--- src/rtl/instruction_fetch_unit_if.sv ---
// Fetch-unit bus: control/preload inputs and the instruction valid/ready stream.
// The fetch unit sits on the slave side; the sequencer/consumer drives the master side.
interface instruction_fetch_unit_if #(
  parameter int AW = 6
);
  logic          start;
  logic          ready;
  logic          redirect_en;
  logic [31:0]   redirect_target;
  logic          prog_we;
  logic [AW-1:0] prog_addr;
  logic [31:0]   prog_data;
  logic [31:0]   Instruction_Code;
  logic [31:0]   instr_pc;
  logic          instr_valid;
  logic [31:0]   PC;
  logic          busy;
  logic          halted;

  modport slave (
    input  start, ready, redirect_en, redirect_target, prog_we, prog_addr, prog_data,
    output Instruction_Code, instr_pc, instr_valid, PC, busy, halted
  );

  modport master (
    output start, ready, redirect_en, redirect_target, prog_we, prog_addr, prog_data,
    input  Instruction_Code, instr_pc, instr_valid, PC, busy, halted
  );
endinterface

--- src/rtl/instruction_fetch_unit.sv ---
// Instruction fetch front end: PC, word-addressed instruction memory, and a
// single registered output slot handed downstream over valid/ready.
module instruction_fetch_unit #(
  parameter int          DEPTH     = 64,
  parameter int          AW        = 6,
  parameter logic [31:0] HALT_WORD = 32'h0000_003F
) (
  input logic                   clk,
  input logic                   reset,
  instruction_fetch_unit_if.slave bus
);

  typedef enum logic [1:0] {S_IDLE, S_RUN, S_HALT} state_t;

  state_t        state_q, state_n;
  logic [31:0]   mem [DEPTH];
  logic [31:0]   pc_q, pc_n;
  logic [31:0]   code_q, code_n;
  logic [31:0]   ipc_q, ipc_n;
  logic          vld_q, vld_n;
  logic          busy_q, halted_q;
  logic [AW-1:0] idx;
  logic [31:0]   rd_word;
  logic          advance;
  logic          unused_tgt;

  assign idx        = pc_q[AW+1:2];
  assign rd_word    = mem[idx];
  assign advance    = !vld_q || bus.ready;
  assign unused_tgt = ^bus.redirect_target[1:0];

  // Program memory is not reset; preload is only accepted while idle.
  always_ff @(posedge clk) begin
    if (reset && state_q == S_IDLE && bus.prog_we)
      mem[bus.prog_addr] <= bus.prog_data;
  end

  always_comb begin
    state_n = state_q;
    pc_n    = pc_q;
    code_n  = code_q;
    ipc_n   = ipc_q;
    vld_n   = vld_q;
    case (state_q)
      S_IDLE: begin
        if (bus.start) state_n = S_RUN;
      end
      S_RUN: begin
        if (bus.redirect_en) begin
          pc_n  = {bus.redirect_target[31:2], 2'b00};
          vld_n = 1'b0;
        end else if (advance) begin
          if (rd_word == HALT_WORD) begin
            // HALT word is consumed by the fetcher, never issued; PC parks on it.
            state_n = S_HALT;
            vld_n   = 1'b0;
          end else begin
            code_n = rd_word;
            ipc_n  = pc_q;
            vld_n  = 1'b1;
            pc_n   = pc_q + 32'd4;
          end
        end
      end
      S_HALT: ;
      default: state_n = S_IDLE;
    endcase
  end

  always_ff @(posedge clk or negedge reset) begin
    if (!reset) begin
      state_q  <= S_IDLE;
      pc_q     <= '0;
      code_q   <= '0;
      ipc_q    <= '0;
      vld_q    <= 1'b0;
      busy_q   <= 1'b0;
      halted_q <= 1'b0;
    end else begin
      state_q  <= state_n;
      pc_q     <= pc_n;
      code_q   <= code_n;
      ipc_q    <= ipc_n;
      vld_q    <= vld_n;
      busy_q   <= (state_n == S_RUN);
      halted_q <= (state_n == S_HALT);
    end
  end

  assign bus.Instruction_Code = code_q;
  assign bus.instr_pc         = ipc_q;
  assign bus.instr_valid      = vld_q;
  assign bus.PC               = pc_q;
  assign bus.busy             = busy_q;
  assign bus.halted           = halted_q;

endmodule

--- src/flat_wrapper.sv ---
// flat-port wrapper written by rule: the top's interface ports become plain ports
module instruction_fetch_unit_flat 
#(
  parameter int          DEPTH     = 64,
  parameter int          AW        = 6,
  parameter logic [31:0] HALT_WORD = 32'h0000_003F
)
  (clk, reset, bus_start, bus_ready, bus_redirect_en, bus_redirect_target, bus_prog_we, bus_prog_addr, bus_prog_data, bus_Instruction_Code, bus_instr_pc, bus_instr_valid, bus_PC, bus_busy, bus_halted);
  instruction_fetch_unit_if #(.AW(AW)) bus_i ();
  input logic clk;
  input logic reset;
  input wire logic [$bits(bus_i.start)-1:0] bus_start;
  input wire logic [$bits(bus_i.ready)-1:0] bus_ready;
  input wire logic [$bits(bus_i.redirect_en)-1:0] bus_redirect_en;
  input wire logic [$bits(bus_i.redirect_target)-1:0] bus_redirect_target;
  input wire logic [$bits(bus_i.prog_we)-1:0] bus_prog_we;
  input wire logic [$bits(bus_i.prog_addr)-1:0] bus_prog_addr;
  input wire logic [$bits(bus_i.prog_data)-1:0] bus_prog_data;
  output wire logic [$bits(bus_i.Instruction_Code)-1:0] bus_Instruction_Code;
  output wire logic [$bits(bus_i.instr_pc)-1:0] bus_instr_pc;
  output wire logic [$bits(bus_i.instr_valid)-1:0] bus_instr_valid;
  output wire logic [$bits(bus_i.PC)-1:0] bus_PC;
  output wire logic [$bits(bus_i.busy)-1:0] bus_busy;
  output wire logic [$bits(bus_i.halted)-1:0] bus_halted;
  assign bus_i.start = bus_start;
  assign bus_i.ready = bus_ready;
  assign bus_i.redirect_en = bus_redirect_en;
  assign bus_i.redirect_target = bus_redirect_target;
  assign bus_i.prog_we = bus_prog_we;
  assign bus_i.prog_addr = bus_prog_addr;
  assign bus_i.prog_data = bus_prog_data;
  assign bus_Instruction_Code = bus_i.Instruction_Code;
  assign bus_instr_pc = bus_i.instr_pc;
  assign bus_instr_valid = bus_i.instr_valid;
  assign bus_PC = bus_i.PC;
  assign bus_busy = bus_i.busy;
  assign bus_halted = bus_i.halted;
  instruction_fetch_unit #(.DEPTH(DEPTH), .AW(AW), .HALT_WORD(HALT_WORD)) u_core (.clk(clk), .reset(reset), .bus(bus_i));
endmodule
--- config.mk ---
export PLATFORM = sky130hd
export DESIGN_NAME = instruction_fetch_unit_flat
export DESIGN_NICKNAME = d
export VERILOG_FILES = /design/src/rtl/instruction_fetch_unit_if.sv /design/src/rtl/instruction_fetch_unit.sv /design/src/flat_wrapper.sv
export SDC_FILE = /design/constraint.sdc
export NUM_CORES = 2
export LEC_CHECK = 0
export ABC_AREA = 0
export CAP_MARGIN = 20
export CORE_ASPECT_RATIO = 1.4
export CORE_MARGIN = 2
export CORE_UTILIZATION = 35
export DETAILED_ROUTE_END_ITERATION = 8
export GPL_ROUTABILITY_DRIVEN = 1
export PLACE_DENSITY = 0.56
export REMOVE_ABC_BUFFERS = 1
export SYNTH_ARGS = -nofsm -noshare
export SYNTH_HDL_FRONTEND = slang
export SYNTH_SLANG_ARGS = --single-unit
--- constraint.sdc ---
create_clock -name clk -period 3.5 [get_ports clk]
set_input_delay 0.35 -clock clk [delete_from_list [all_inputs] [get_ports clk]]
set_output_delay 0.35 -clock clk [all_outputs]
set_load 0.05 [all_outputs]
## After elaboration in Yosys (flattened, before gate mapping)

Memories as Yosys holds them, arrays and structs flattened.
Index checks and enable logic that the tools add are counted.

| operators by class | value |
|---|---|
| reductions and logical operators | 9 |
| mux-type cells | 13 |
| $add $sub $neg | 1 |
| bitwise gates (word level) | 2 |
| equal/unequal tests | 6 |

Operators by type and width:

| operator | number |
|---|---|
| 2-to-1 mux 32 bit | 3 |
| adder 32 x 3 -> 32 bit (second input constant) | 1 |
| == test 32 x 6 -> 1 bit (second input constant) | 1 |
| 2-to-1 mux 2 bit | 4 |
| one-hot mux 2 bit (3 select lines) | 1 |
| 2-to-1 mux 1 bit | 5 |
| == test 2 x 1 -> 1 bit (second input constant) | 2 |
| == test 2 bit (second input constant) | 2 |
| AND reduction 4 bit | 1 |
| AND reduction 3 bit | 1 |
| logical AND 1 bit | 2 |
| zero test 2 bit | 1 |
| inequality test 2 bit (second input constant) | 1 |
| inverter 1 bit | 2 |
| AND reduction 2 bit | 1 |
| nonzero test 2 bit | 1 |
| zero test 1 bit | 1 |
| logical OR 1 bit | 1 |

| word-level totals | value |
|---|---|
| register bits | 101 |
| word-level logic and storage cells | 39 |
| memories kept | 1 |
| memory bits (writable) | 2048 |

Memories:

| name | words | width | rd ports | clocked after Yosys merged registers in | write ports | RTL line | RTL |
|---|---|---|---|---|---|---|---|
| u_core.mem | 64 | 32 | 1 | 0 | 1 | instruction_fetch_unit.sv:16 | `logic [31:0] mem [DEPTH];` |

## Longest topological paths before layout

An unclocked memory read counts as a cell.

| logic depth | value |
|---|---|
| depth after elaboration | 7 |
| mapped depth | 19 |
| depth with buffers taken out | 10 |

## Worst setup path before layout

No wires, ideal clock.

| timing | value |
|---|---|
| path kind | register -> register |
| from | reg u_core.pc_q[3], in the netlist u_core.bus.PC[3] |
| to | reg u_core.ipc_q[26], in the netlist u_core.bus.instr_pc[26] |
| data required time | 3.375 ns |
| library setup time | 0.125 ns |
| cell stages (with the launch flop) | 15 |
| arrival time | 4.052 ns |
| slack | -0.676 ns |
| path through | dfrtp_1 > buf_2 > buf_4 > buf_4 > buf_2 > buf_2 > mux4_2 > a22oi_1 > a21oi_1 > a211o_1 > nor4b_1 > nand4_1 > o21ai_2 > buf_2 > mux2_2 |

| between the ends | value |
|---|---|
| word-level cells in the longest chain between the ends | 4 |

RTL lines:

| element | RTL line | RTL |
|---|---|---|
| start, declared | instruction_fetch_unit.sv:17 | `logic [31:0] pc_q, pc_n;` |
| start signal, assigned | instruction_fetch_unit.sv:81 | `pc_q <= pc_n;` |
| memory read (64 x 32 bit) | -- |  |
| == test 32 x 6 -> 1 bit | instruction_fetch_unit.sv:53 | `if (rd_word == HALT_WORD) begin` |
| inverter 1 bit (no line) | -- |  |
| AND reduction 4 bit (no line) | -- |  |
| end signal, assigned | instruction_fetch_unit.sv:83 | `ipc_q <= ipc_n;` |
| end, declared | instruction_fetch_unit.sv:19 | `logic [31:0] ipc_q, ipc_n;` |

Every way passes these cells.
A chain may end at the register's enable or synchronous reset.

## Worst setup path after layout

| timing | value |
|---|---|
| from | reg u_core.pc_q[3], in the netlist u_core.bus.PC[3] |
| to | reg u_core.pc_q[15], in the netlist u_core.bus.PC[15] |

| between the ends | value |
|---|---|
| word-level cells in the longest chain between the ends | 4 |

RTL lines:

| element | RTL line |
|---|---|
| memory read (64 x 32 bit) or adder 32 x 3 -> 32 bit (tied branches) | -- |
| == test 32 x 6 -> 1 bit or 2-to-1 mux 32 bit (tied branches) | instruction_fetch_unit.sv:53 |
| inequality test 2 bit (no line) or 2-to-1 mux 32 bit (tied branches) | -- |
| AND reduction 3 bit (no line) or 2-to-1 mux 32 bit (tied branches) | -- |

Parallel ways exist; a longest one is shown, timed or not. The select of a mux whose other input is x is not followed.

==> flow_summary.ini <==
[finish]
area_growth_pct = 24.6
fin_nets = 4918
final_area_mm2 = 0.103
final_util_pct = 43.9
fill_cells = 20100
drive_gt1_share_pct = 35.5

[timing]
finalMaxSlewViolations = 0
clock.fmax_ghz = 0.223
whs_ps = 25.8
fin_crit_ps = 4490
tightest_slew_ps = 1180
fin_skew_ps = 74.6
fin_setup_tns_ps = -79040
slew_headroom_pct = 21.4
rsz0062_at_grt = yes
hold_viol = 0
setup_violations = 97
finalWorstSetupSlack_ps = -993
fin_crit_sh_pct = 128

[logic_synthesis]
syn_avg_cell_area_um2 = 21.3
synthTopCellsByArea = edfxtp_1, mux4_2, dfrtp_1
synth_top_area_share_pct = 74.1
yosysWarnings = 0
synth_area_mm2 = 0.0830
synthSimpleGateAreaFrac_pct = 2.37
synthArstFlopShare_pct = 4.52
synth_top_area_cell = edfxtp_1
ys_types = 74
synth_compound_area_share_pct = 3.50
synth_top_flop_cell = edfxtp_1
synth_mux_area_share_pct = 15.5
synth_top_family_by_area = multiplexers
synthCells = 3902
synth-xor-area-share_pct = 0.0106
synth_edf_count = 2048
ys_ff_latch = 2145
seq_area_frac_synth_pct = 77.0
synth_fa_ha_area_share_pct = 0.0151

[global_route]
grtUsageMet2_pct = 38.5
antenna_found_initial = 21
grt_max_degree = 67
grtUsageTotal_pct = 22.4
grt_use_met1_pct = 28.1
met3_usage_pct = 3.25
gr-total-overflow = 0
grt_pass1_vias = 45500
grt_pass1_wl_um = 376000
top_usage_layer = met2

[critical_path]
arrival_ps = 5210
start_kind = flip-flop
cp.required_ps = 4220
end_kind = flip-flop
cp_max_fo = 11
critPathKind = flip-flop to flip-flop

[power]
power_leakage_nw = 33.9
irDropWorstVdd_v = 0.000440
power.density_mw_per_mm2 = 647

[die]
die-area_mm2 = 0.241
dieWidth_um = 416
ios = 175
row_count = 211
initial_core_util_pct = 35.2
core_area_mm2 = 0.236
die_y_um = 580

[job]
maxCapViolCount = 0

[outcome]
outcome = complete, but fails checks
failed_checks = negative setup slack

[routing]
wl_per_cell_um = 34.1
via_per_inst = 5.63
drtIter0Drc = 5533
drtAntennaViolNets = 0
firstDrtPassIters = 6
wl_um = 276000
drc = 0
vias = 45600

[worst_hold_path]
min_path_type = input pin to flip-flop

[placement]
placed_area_mm2 = 0.0948
hpwl_um = 179000
gp_congestion = 0.902
port_buffers = 168

[clock_network]
clk-insertion-delay-late_ps = 880
numCtsBuffers = 207
cts_tree = yes
htree_levels = 4
path_clk_slew_ps = 60
cts_buffer_depth = 4
cts_root_buf = clkbuf_16
clock_sinks = 2145
[critical path, stage by stage, from the launching register on]
cell and delay (ps):
dfrtp_4 470, buf_12 180, buf_12 180, buf_12 160, mux4_2 510, a22oi_2 340, a21oi_2 110, buf_4 150
or3_1 370, nor4b_4 250, buf_4 160, nand4_1 270, buf_6 230, o21ai_4 150, buf_12 150, buf_12 130
buf_16 150, nor3_4 40, a211o_1 270
[logic make-up (layout without fill, tap and decap cells)]
group	Yosys count	in the layout
compound gates	413	413
xor+xnor	1	1
fa+ha+maj	1	1
buf+inv	224	1318
flops	2145	2145
mux	695	695
other cells	1	15
simple gates	422	423
[path summary, 6_finish.rpt]
path | slack, ps | to | cells after the start | start
setup / recovery | -990 | u_core.bus.PC[15] | 18 | u_core.bus.PC[3]
hold reg to reg | 510 | u_core.bus.instr_pc[29] | 1 | u_core.bus.instr_pc[29]
max in group asynchronous | 2210 | u_core.bus.Instruction_Code[14] | 5 | reset
setup reg to reg | -990 | u_core.bus.PC[15] | 18 | u_core.bus.PC[3]
min in group asynchronous | 120 | u_core.bus.instr_pc[10] | 3 | reset
hold / removal | 30 | u_core.mem[54][0] | 1 | bus_prog_data[0]
[Yosys cell counts (all sizes together), types with 4 or more instances]
cell	n
edfxtp	2048
mux4	466
mux2i	165
nor2	160
buf	150
nand2	99
dfrtp	97
a22oi	95
a21oi	80
clkbuf	66
mux2	64
o21ai	48
nand3	44
a221oi	28
o22ai	22
nor3	20
nor2b	18
a22o	17
a31oi	16
and3	14
and2	13
o221ai	13
nand4	12
nand2b	10
o211ai	10
a211oi	9
inv	7
o21a	7
nor4	6
or3	6
a211o	5
a311oi	5
nand3b	5
o211a	5
o31a	5
a32oi	4
a41oi	4
o22a	4
o2bb2ai	4
o32ai	4
[repair_timing]
action | CTS | global route
resized for setup | 114 | 90
hold buffers | 8 | 4
setup buffers | 37 | 20
setup endpoints to repair | 98 | 97
pin swaps | 21 | 41
cloned | 14 | 3
endpoints found under the hold margin | 112 | 48
[placed cells by master, fill, tap and decap left out, drive strengths merged, types with 10 or more instances in the layout]
cell type	instances
nand4	12
nand2	99
nand2b	10
mux4	466
a31oi	16
a21oi	80
dfrtp	97
mux2i	165
nor2b	18
and2	13
bufinv	17
dlygate4sd3	12
o22ai	22
inv	11
a221oi	28
o221ai	13
diode	11
edfxtp	2048
clkbuf	272
a22oi	95
o21ai	48
mux2	64
and3	14
clkinv	70
nor2	161
buf	788
o211ai	10
a22o	17
clkdlybuf4s50	134
nor3	20
nand3	44
[stage by stage]
stage	setup slack, ps	cells	power (mW)
floorplan	-18790	3689	35.9
global route	-1070	8093	68.6
detailed placement	-1200	7630	44.2
finish	-993	8099	66.9
global placement	-1250	7628	44.2
CTS	-946	8056	66.8
[power by group]
part	total [mW]	switching [mW]	leakage [nW]	internal [mW]
Clock	22.0	9.64	3.14	12.4
Sequential	29.0	0.637	19.5	28.4
Combinational	15.9	8.73	11.2	7.13
[state kept, by name, summed over array words and instances, names as in the netlist]
name                         count
u_core.bus.instr_pc             30
u_core.bus.PC                   30
u_core.bus.halted                1
u_core.mem                    2048
u_core.bus.instr_valid           1
u_core.bus.busy                  1
u_core.bus.Instruction_Code     32
u_core.state_q                   2
[routing by layer]
metal	part of all wire (%)	up-vias
met1	38	24700
met4	5.3	8
li1	-	18300
met3	6.7	520
met2	50	2037
met5	0.015	-
[cell type report]
class	count	area [um^2]	share of cell area, %
flip-flops and latches	2145	63900	61.8
multi-input cells	1537	18900	18.3
repair buffers	942	10200	9.83
clock buffers	269	5550	5.37
well taps	3088	3860	3.74
clock inverters	99	936	0.905
inverters	8	30.0	0.0290
diodes	11	27.5	0.0266
Power figures use the tool's default switching activity.
